[src/rtl/exec_stage_unit.sv]
// Execute stage: 16-bit ALU with flags, branch/set condition, CLA PC-target adder and next-PC/link selection.
// Optional macro EXEC_DEBUG_DISPLAY_EN prints invA changes in simulation; the logic is the same either way.
module exec_stage_unit (
  input  logic        clk,
  input  logic        rst,
  input  logic        SLBIsel,
  input  logic [15:0] incPC,
  input  logic        immSrc,
  input  logic [15:0] imm8,
  input  logic [15:0] imm11,
  input  logic [2:0]  brchSig,
  input  logic        Cin,
  input  logic [15:0] inA,
  input  logic [15:0] inB,
  input  logic        invA,
  input  logic        invB,
  input  logic [3:0]  aluOp,
  input  logic        aluJmp,
  input  logic        jalSel,
  input  logic        sOpSel,
  input  logic        aluPC,
  output logic [15:0] aluOut,
  output logic [15:0] aluFinal,
  output logic [15:0] newPC,
  output logic [15:0] addPC
);

  localparam int unsigned DW = 16;
  localparam int unsigned NG = 4;

  logic [DW-1:0]   w_a, w_b, w_alu, w_rev;
  logic [3:0]      w_sh;
  logic [2*DW-1:0] w_rol_dbl, w_ror_dbl;
  logic [DW:0]     w_sum;
  logic            w_cout, w_ofl, w_zero, w_sign, w_lt, w_jmp_sel;

  logic [DW-1:0]   w_base, w_off, w_g, w_p, w_comp_pc, w_jmp_pc;
  logic [NG-1:0]   w_gg, w_gp, w_gc;

  logic [DW-1:0]   r_alu_out, r_alu_final, r_new_pc, r_add_pc;

  // 4-bit lookahead sum for one group given its carry-in.
  function automatic logic [3:0] cla_sum4(input logic [3:0] g, input logic [3:0] p,
                                          input logic ci);
    logic [3:0] c;
    c[0] = ci;
    c[1] = g[0] | (p[0] & ci);
    c[2] = g[1] | (p[1] & g[0]) | (p[1] & p[0] & ci);
    c[3] = g[2] | (p[2] & g[1]) | (p[2] & p[1] & g[0]) | (p[2] & p[1] & p[0] & ci);
    return p ^ c;
  endfunction

  assign w_a  = invA ? ~inA : inA;
  assign w_b  = invB ? ~inB : inB;
  assign w_sh = w_b[3:0];

  assign w_rol_dbl = {w_a, w_a} << w_sh;
  assign w_ror_dbl = {w_a, w_a} >> w_sh;
  assign w_sum     = (DW+1)'(w_a) + (DW+1)'(w_b) + (DW+1)'(Cin);

  always_comb begin
    w_rev = '0;
    for (int i = 0; i < DW; i++) begin
      w_rev[i] = w_a[DW-1-i];
    end
  end

  // ALU result; carry and overflow only meaningful for the add.
  always_comb begin
    w_alu  = '0;
    w_cout = 1'b0;
    w_ofl  = 1'b0;
    case (aluOp)
      4'b0000: w_alu = w_rol_dbl[2*DW-1:DW];
      4'b0001: w_alu = w_a << w_sh;
      4'b0010: w_alu = w_ror_dbl[DW-1:0];
      4'b0011: w_alu = w_a >> w_sh;
      4'b0100: begin
        w_alu  = w_sum[DW-1:0];
        w_cout = w_sum[DW];
        w_ofl  = (w_a[DW-1] == w_b[DW-1]) && (w_sum[DW-1] != w_a[DW-1]);
      end
      4'b0101: w_alu = w_a & w_b;
      4'b0110: w_alu = w_a | w_b;
      4'b0111: w_alu = w_a ^ w_b;
      4'b1000: w_alu = w_rev;
      4'b1001: w_alu = {w_a[7:0], w_b[7:0]};
      4'b1010: w_alu = w_b;
      4'b1011: w_alu = w_a;
      default: w_alu = '0;
    endcase
  end

  assign w_zero = (w_alu == '0);
  assign w_sign = w_alu[DW-1];
  assign w_lt   = w_sign ^ w_ofl;

  always_comb begin
    w_jmp_sel = 1'b0;
    case (brchSig)
      3'b000: w_jmp_sel = 1'b0;
      3'b001: w_jmp_sel = 1'b1;
      3'b010: w_jmp_sel = w_zero;
      3'b011: w_jmp_sel = ~w_zero;
      3'b100: w_jmp_sel = w_lt;
      3'b101: w_jmp_sel = ~w_lt;
      3'b110: w_jmp_sel = w_zero | w_lt;
      3'b111: w_jmp_sel = w_cout;
      default: w_jmp_sel = 1'b0;
    endcase
  end

  assign w_base = aluPC ? w_alu : incPC;
  assign w_off  = immSrc ? imm11 : imm8;
  assign w_g    = w_base & w_off;
  assign w_p    = w_base ^ w_off;

  // Group generate/propagate for the two-level lookahead.
  always_comb begin
    w_gg = '0;
    w_gp = '0;
    for (int k = 0; k < NG; k++) begin
      w_gg[k] = w_g[4*k+3]
              | (w_p[4*k+3] & w_g[4*k+2])
              | (w_p[4*k+3] & w_p[4*k+2] & w_g[4*k+1])
              | (w_p[4*k+3] & w_p[4*k+2] & w_p[4*k+1] & w_g[4*k]);
      w_gp[k] = &w_p[4*k +: 4];
    end
  end

  assign w_gc[0] = 1'b0;
  assign w_gc[1] = w_gg[0];
  assign w_gc[2] = w_gg[1] | (w_gp[1] & w_gg[0]);
  assign w_gc[3] = w_gg[2] | (w_gp[2] & w_gg[1]) | (w_gp[2] & w_gp[1] & w_gg[0]);

  always_comb begin
    w_comp_pc = '0;
    for (int k = 0; k < NG; k++) begin
      w_comp_pc[4*k +: 4] = cla_sum4(w_g[4*k +: 4], w_p[4*k +: 4], w_gc[k]);
    end
  end

  assign w_jmp_pc = w_jmp_sel ? w_comp_pc : incPC;

  always_ff @(posedge clk) begin
    if (rst) begin
      r_alu_out   <= '0;
      r_alu_final <= '0;
      r_new_pc    <= '0;
      r_add_pc    <= '0;
    end else begin
      r_alu_out   <= w_alu;
      r_alu_final <= sOpSel ? {{(DW-1){1'b0}}, w_jmp_sel} : w_alu;
      r_new_pc    <= SLBIsel ? incPC : (aluJmp ? w_alu : w_jmp_pc);
      r_add_pc    <= jalSel ? incPC : w_jmp_pc;
    end
  end

  assign aluOut   = r_alu_out;
  assign aluFinal = r_alu_final;
  assign newPC    = r_new_pc;
  assign addPC    = r_add_pc;

`ifdef EXEC_DEBUG_DISPLAY_EN
  always @(invA) begin
    $display("invA in execute:  %b", invA);
  end
`endif

endmodule

[config.mk]
export PLATFORM = sky130hd
export DESIGN_NAME = exec_stage_unit
export DESIGN_NICKNAME = d
export VERILOG_FILES = /design/src/rtl/exec_stage_unit.sv
export SDC_FILE = /design/constraint.sdc
export NUM_CORES = 1
export LEC_CHECK = 0
export CAP_MARGIN = 0
export CORE_AREA = 2 2 164 118
export DETAILED_ROUTE_END_ITERATION = 10
export DIE_AREA = 0 0 166 120
export PLACE_DENSITY = 0.77
export SYNTH_ARGS = -nofsm -noshare
export SYNTH_HDL_FRONTEND = slang
export SYNTH_SLANG_ARGS = --single-unit
[constraint.sdc]
create_clock -name clk -period 7 [get_ports clk]
set_input_delay 1.4 -clock clk [delete_from_list [all_inputs] [get_ports clk]]
set_output_delay 1.4 -clock clk [all_outputs]
set_load 0.05 [all_outputs]
* Word-level counts from Yosys, hierarchy flattened *
Cells that the tools add are included.
Widths: inputs -> output; s select.

storage, ports and cells
  bits of input ports = 98
  output and inout port bits = 64
  bits in registers = 64

operators by class
  shift operators = 4
  reductions and logical operators = 7
  eq/ne operators = 20
  $add $sub $neg = 2
  multiplexer cells = 13
  bitwise gates (word level) = 98

operator list
  operator            number
  $pmux 16 s12        1
  $mux 16             8
  $and 1x1->1         50
  $or 1x1->1          34
  $not 16->16         2
  $shl 32x4->32       1
  $shr 32x4->16       1
  $xor 16x16->16      2
  $add 16x16->17      1
  $add 17x1->17       1
  $and 16x16->16      1
  $eq 4x3->1 const B  4
  $eq 4x4->1 const B  4
  $logic_not 16->1    1
  $or 16x16->16       1
  $shl 16x4->16       1
  $shr 16x4->16       1
  $xor 4x4->4         4
  $and 15x15->15      1
  $eq 3x3->1 const B  4
  $eq 4x2->1 const B  2
  $pmux 1 s8          1
  $reduce_and 4->1    2
  $eq 3x2->1 const B  2
  other kinds (11)    14

* Logic depth before layout (Yosys ltp) *
  word-level depth = 20
  depth in mapped cells = 27
  depth with buffers taken out = 24

* Worst setup path after synthesis *
OpenSTA, ideal clock, no wires.

  path kind = input-to-reg
  start point = input invB
  end point = register r_new_pc[13], in the netlist newPC[13]
  setup slack = 0.263 ns
  data required time = 6.883 ns
  buffers on the path = 3
  arrival time = 6.620 ns
  stages = 26
  path through = buf_6 > xor2_4 > buf_6 > buf_6 > fa_1 > fa_1 > a21o_1 > a21oi_1 > nor3_1 > a2111oi_0 > nor3b_1 > and2_1 > a21o_1 > inv_1 > ha_1 > nand2_1 > o21ai_0 > a41oi_1 > nor4b_1 > nor3b_1 > nor2_1 > fa_1 > xor2_1 > o31ai_1 > a22o_1 > a22o_1

between the ends
  longest elaborated chain between the ends = 19
  elaborated cells between the ends (all ways) = 62

ends and longest elaborated chain
  element                                           line           text
  start, declared                                   16             input logic invB,
  $mux 16 *                                         54             assign w_b = invB ? ~inB : inB;
  $add 16x16->17                                    59             assign w_sum = (DW+1)'(w_a) + (DW+1)'(w_b) + (DW+1)'(Cin);
  $add 17x1->17                                     59
  $pmux 16 s12                                      73             case (aluOp)
  $mux 16                                           113            assign w_base = aluPC ? w_alu : incPC;
  $xor 16x16->16 or $and 15x15->15 (tied branches)  116, 115
  $and 1x1->1 (on tied branches)                    124, 125, 126
  $or 1x1->1 (tied with other cells)                124            | (w_p[4*k+3] & w_g[4*k+2])
  $or 1x1->1 or $and 1x1->1 (tied branches)         125, 126
  $or 1x1->1                                        126            | (w_p[4*k+3] & w_p[4*k+2] & w_p[4*k+1] & w_g[4*k]);
  $and 1x1->1                                       134            assign w_gc[3] = w_gg[2] | (w_gp[2] & w_gg[1]) | (w_gp[2] & w_gp[1] & w_gg[0]);
  $or 1x1->1 (2 in series)                          134
  $and 1x1->1                                       47             c[1] = g[0] | (p[0] & ci);
  $or 1x1->1                                        47
  $xor 4x4->4                                       50             return p ^ c;
  $mux 16                                           143            assign w_jmp_pc = w_jmp_sel ? w_comp_pc : incPC;
  $mux 16 * (2 in series)                           154            r_new_pc <= SLBIsel ? incPC : (aluJmp ? w_alu : w_jmp_pc);
  end signal, assigned                              154
  end, declared                                     40             logic [DW-1:0] r_alu_out, r_alu_final, r_new_pc, r_add_pc;

Mark *: on every way between the ends. The rest lies on a longest branch, timed or not.
A chain may end at the register's enable or synchronous reset.

* Worst setup path after layout *
  start point = input inB[0]
  end point = register r_new_pc[15], in the netlist newPC[15]

between the ends
  longest elaborated chain between the ends = 20
  elaborated cells between the ends (all ways) = 68

ends and longest elaborated chain
  element                                           line           text
  start, declared                                   14             input logic [15:0] inB,
  $not 16->16                                       54
  $mux 16 *                                         54
  $add 16x16->17                                    59
  $add 17x1->17                                     59
  $pmux 16 s12                                      73
  $mux 16                                           113
  $xor 16x16->16 or $and 15x15->15 (tied branches)  116, 115
  $and 1x1->1 (on tied branches)                    124, 125, 126
  (+2 left out)                                     --
  $or 1x1->1                                        126
  $and 1x1->1                                       134
  $or 1x1->1 (2 in series)                          134
  $and 1x1->1                                       49             c[3] = g[2] | (p[2] & g[1]) | (p[2] & p[1] & g[0]) | (p[2] & p[1] & p[0] & ci);
  $or 1x1->1                                        49
  $xor 4x4->4                                       50
  $mux 16                                           143
  $mux 16 * (2 in series)                           154

Marks and branches as above.

==> flow_summary.ini <==
[place]
place_ws_ps = -680
place.gp.congestion = 1.01
portBuffers = 161
dpl-instance-area_sq_um = 12400
hpwl_um = 34400

[sta]
worstMarginPinSlew_ps = 743
setup_violations = 0
slew_violations = 0
fmaxAchievable_ghz = 0.147
finalCritPeriodShare = 0.972
worst_slack_ps = 195
fin_setup_tns_ps = 0
slew_headroom = 0.503
period_needed_ps = 6800
final_hold_viol_count = 0
whs_ps = 1630

[synth]
syn_nets = 1343
ys.flop_type = dfxtp_1
synthArstFlopShare = 0
synth_top_cell_area_share = 0.146
syn_area_per_cell_sq_um = 7.37
yosys.area.top_type = dfxtp_1
synthTopCellsByArea = dfxtp_1 15%, ha_1 6.8%, nor2_1 5.4%
synthCells = 1191
synth_area_sq_um = 8780
synth_edf_count = 0
yosysWarnings = 0
synth.ff_latch_count = 64
yosysUniqueCellTypes = 88
seq_area_frac_synth = 0.146

[layout]
antennaDiodeCount = 0
fin_nets = 1712
stdcell_area_sq_um = 12900
area_delta_synth_final_pct = 46.4
drive_above_1_share = 0.241

[cts]
cts_made_buffers = 9
clk_path_buf_depth = 2
cts.reportedPaths.clkPinSlew_ps = 60
htreeDepth = 3
cts_tree = yes
cts_root_buf = clkbuf_16
cts_num_sinks = 64
postCtsHoldBufs = 0

[floorplanning]
die_area_sq_um = 19900
initial_core_util = 0.476
fp.dieH_um = 120
die_w_um = 166
fp-row-count = 42
core_area_sq_um = 18400
ioPinCount = 162

[grt]
overflow = 0
antenna_found_initial = 1
grt_pass1_vias = 10419
track_usage = 0.408
grt_pass1_wl_um = 62700
grt_max_degree = 52

[route]
drt-wirelength-per-cell_um = 23.1
via_per_inst = 6.31
dr_total_vias = 11410
routed_wl_um = 41800
drt-initial-drc-count = 2020
highest_layer = met5
ant_nets = 0
wl_met1_um = 17900
wl_met3_um = 6860
drc = 0
dr_wl_met2_um = 16000
dr.pass1.iters = 6

[worst_setup_path]
critPathRequiredTime_ps = 7190
crit_type = primary input to register
crit_path_max_fanout = 2
cp_data_arrival_time_ps = 7000
cp-startpoint = inB[0]
critPathLaunchType = primary input
crit_path_end_kind = register

[hold_path]
min_to = aluFinal[0]$_SDFF_PP0_
hold-path-cell-count = 3
min-delay-start = rst
hold_path.class = primary input to register

[power_and_ir_drop]
power_leakage_nw = 5.55
ir_drop_uv = 137
power.density_nw_per_um2 = 192

[flow_run]
cap_violations = 0

[status]
status = finished, final reports clean
## cell usage in the layout, fill, tap and decap left out, drive strengths merged, types with 10 or more instances in the layout
master         synthesis  final
o211ai                19     19
or2                   23     23
nand4                 18     18
a21o                  12     12
clkbuf                50     10
clkdlybuf4s50          0    157
nor2                 127    127
o21ai                 66     66
xnor2                 24     24
nand2                 75     75
a211oi                19     19
o22ai                 20     20
mux2                  20     20
and3                  17     17
inv                   56     57
mux2i                 32     32
o31ai                 21     21
and2                  18     18
a31oi                 16     16
o221ai                11     11
a22o                  14     14
a21oi                 82     82
nor3                  40     40
nand3                 20     20
xor2                  23     23
a22oi                 13     13
nor2b                 16     16
a221oi                10     10
nor3b                 10     10
mux4                  12     12
buf                   36    287
ha                    48     48
dfxtp                 64     64
nand2b                33     33
## stage by stage
step | power [mW] | utilization | std cells
finish | 2.46 | 0.697 | 1807
global placement | 1.87 | 0.673 | 1789
detailed placement | 1.88 | 0.673 | 1789
CTS | 2.39 | 0.693 | 1805
global route | 2.56 | 0.697 | 1807
floorplan | 1.22 | - | 1191
## power by group
group	total (mW)	leakage, nW	internal (mW)	switching (mW)
clock network	0.499	0.163	0.323	0.176
logic	1.55	4.86	0.659	0.892
registers	0.414	0.529	0.403	0.0106
total	2.46	5.55	1.39	1.08
## area by class of cell
cell class              count  area [sq um]
inverters                  59           221
clock buffers              10           239
repair buffers            444          3760
well taps                 242           303
clock inverters             6          91.3
multi-input cells         982          6970
flip-flops and latches     64          1280
fillers                  1580          5580
## Yosys cell counts, drive strengths merged (5+ instances only)
| master | count |
|---|---|
| xor2 | 23 |
| nor2b | 16 |
| a222oi | 5 |
| nand4 | 18 |
| o21a | 9 |
| and2 | 18 |
| o311ai | 9 |
| mux2i | 32 |
| a221oi | 10 |
| ha | 48 |
| fa | 6 |
| nand2 | 75 |
| o32ai | 7 |
| buf | 36 |
| nor3 | 40 |
| clkbuf | 50 |
| nor2 | 127 |
| or2 | 23 |
| a31oi | 16 |
| a22o | 14 |
| and3 | 17 |
| nor3b | 10 |
| o31ai | 21 |
| a21oi | 82 |
| o41ai | 7 |
| mux2 | 20 |
| a221o | 8 |
| mux4 | 12 |
| a21o | 12 |
| or3 | 6 |
| dfxtp | 64 |
| xnor2 | 24 |
| a22oi | 13 |
| o211ai | 19 |
| nand3 | 20 |
| o21ai | 66 |
| inv | 56 |
| nor4 | 9 |
| o22ai | 20 |
| a211oi | 19 |
| nor4b | 8 |
| o221ai | 11 |
| nand2b | 33 |
| and3b | 5 |
## worst max-delay path by stage
stage	endpoint	slack [ps]	cells after the start
6_report	newPC[15]$_SDFF_PP0_	200	26
3_3_place_gp	newPC[13]$_SDFF_PP0_	-550	25
4_1_cts	newPC[13]$_SDFF_PP0_	40	25
5_1_grt	addPC[15]$_SDFF_PP0_	-30	27
3_5_place_dp	newPC[15]$_SDFF_PP0_	-680	24
2_1_floorplan	newPC[13]$_SDFF_PP0_	260	26
## metal layers
metal,up-vias,track usage
li1,5192,-
met1,5304,0.595
met2,820,0.548
met3,90,0.171
met4,4,0.0886
met5,-,0.0358
## flip-flops by register name, summed over array words and instances, names as in the netlist
register / flops
addPC: 16
aluFinal: 16
aluOut: 16
newPC: 16
## worst max-delay path, cell delays in order
cell and delay, ps:
clkdlybuf4s50_1 500, xor2_4 210, fa_1 470, fa_1 490
nor2_1 110, a211oi_1 50, a21oi_1 170, o32ai_1 130
a211oi_1 290, o221a_2 270, a21oi_1 90, ha_1 330
a21o_1 170, a21o_1 200, a21oi_2 170, o21ai_2 120
a41oi_2 230, nor4b_4 300, nor3b_2 100, buf_4 150
o41ai_4 290, buf_4 200, o21bai_1 90, xnor2_1 160
nor4b_2 230, nor4_1 70
## timing repair
action | 4_1_cts | 5_1_grt
buffers inserted | 0 | 2
endpoints found under the setup margin | 7 | 8
hold endpoints to repair | 0 | 0
pin swaps | 1 | 3
gates resized for setup | 5 | 13
## kinds of logic after synthesis
family                     count (synthesis)  synth area share
DFF                                       64             0.146
AOI/OAI and AO/OA                        380             0.301
muxes                                     64            0.0929
adders and majority gates                 54            0.0821
and+or+nand+nor                          437             0.255
xor gates and xnor gates                  47            0.0516
buffers and inverters                    145            0.0712
(Power assumes the default switching activity.)
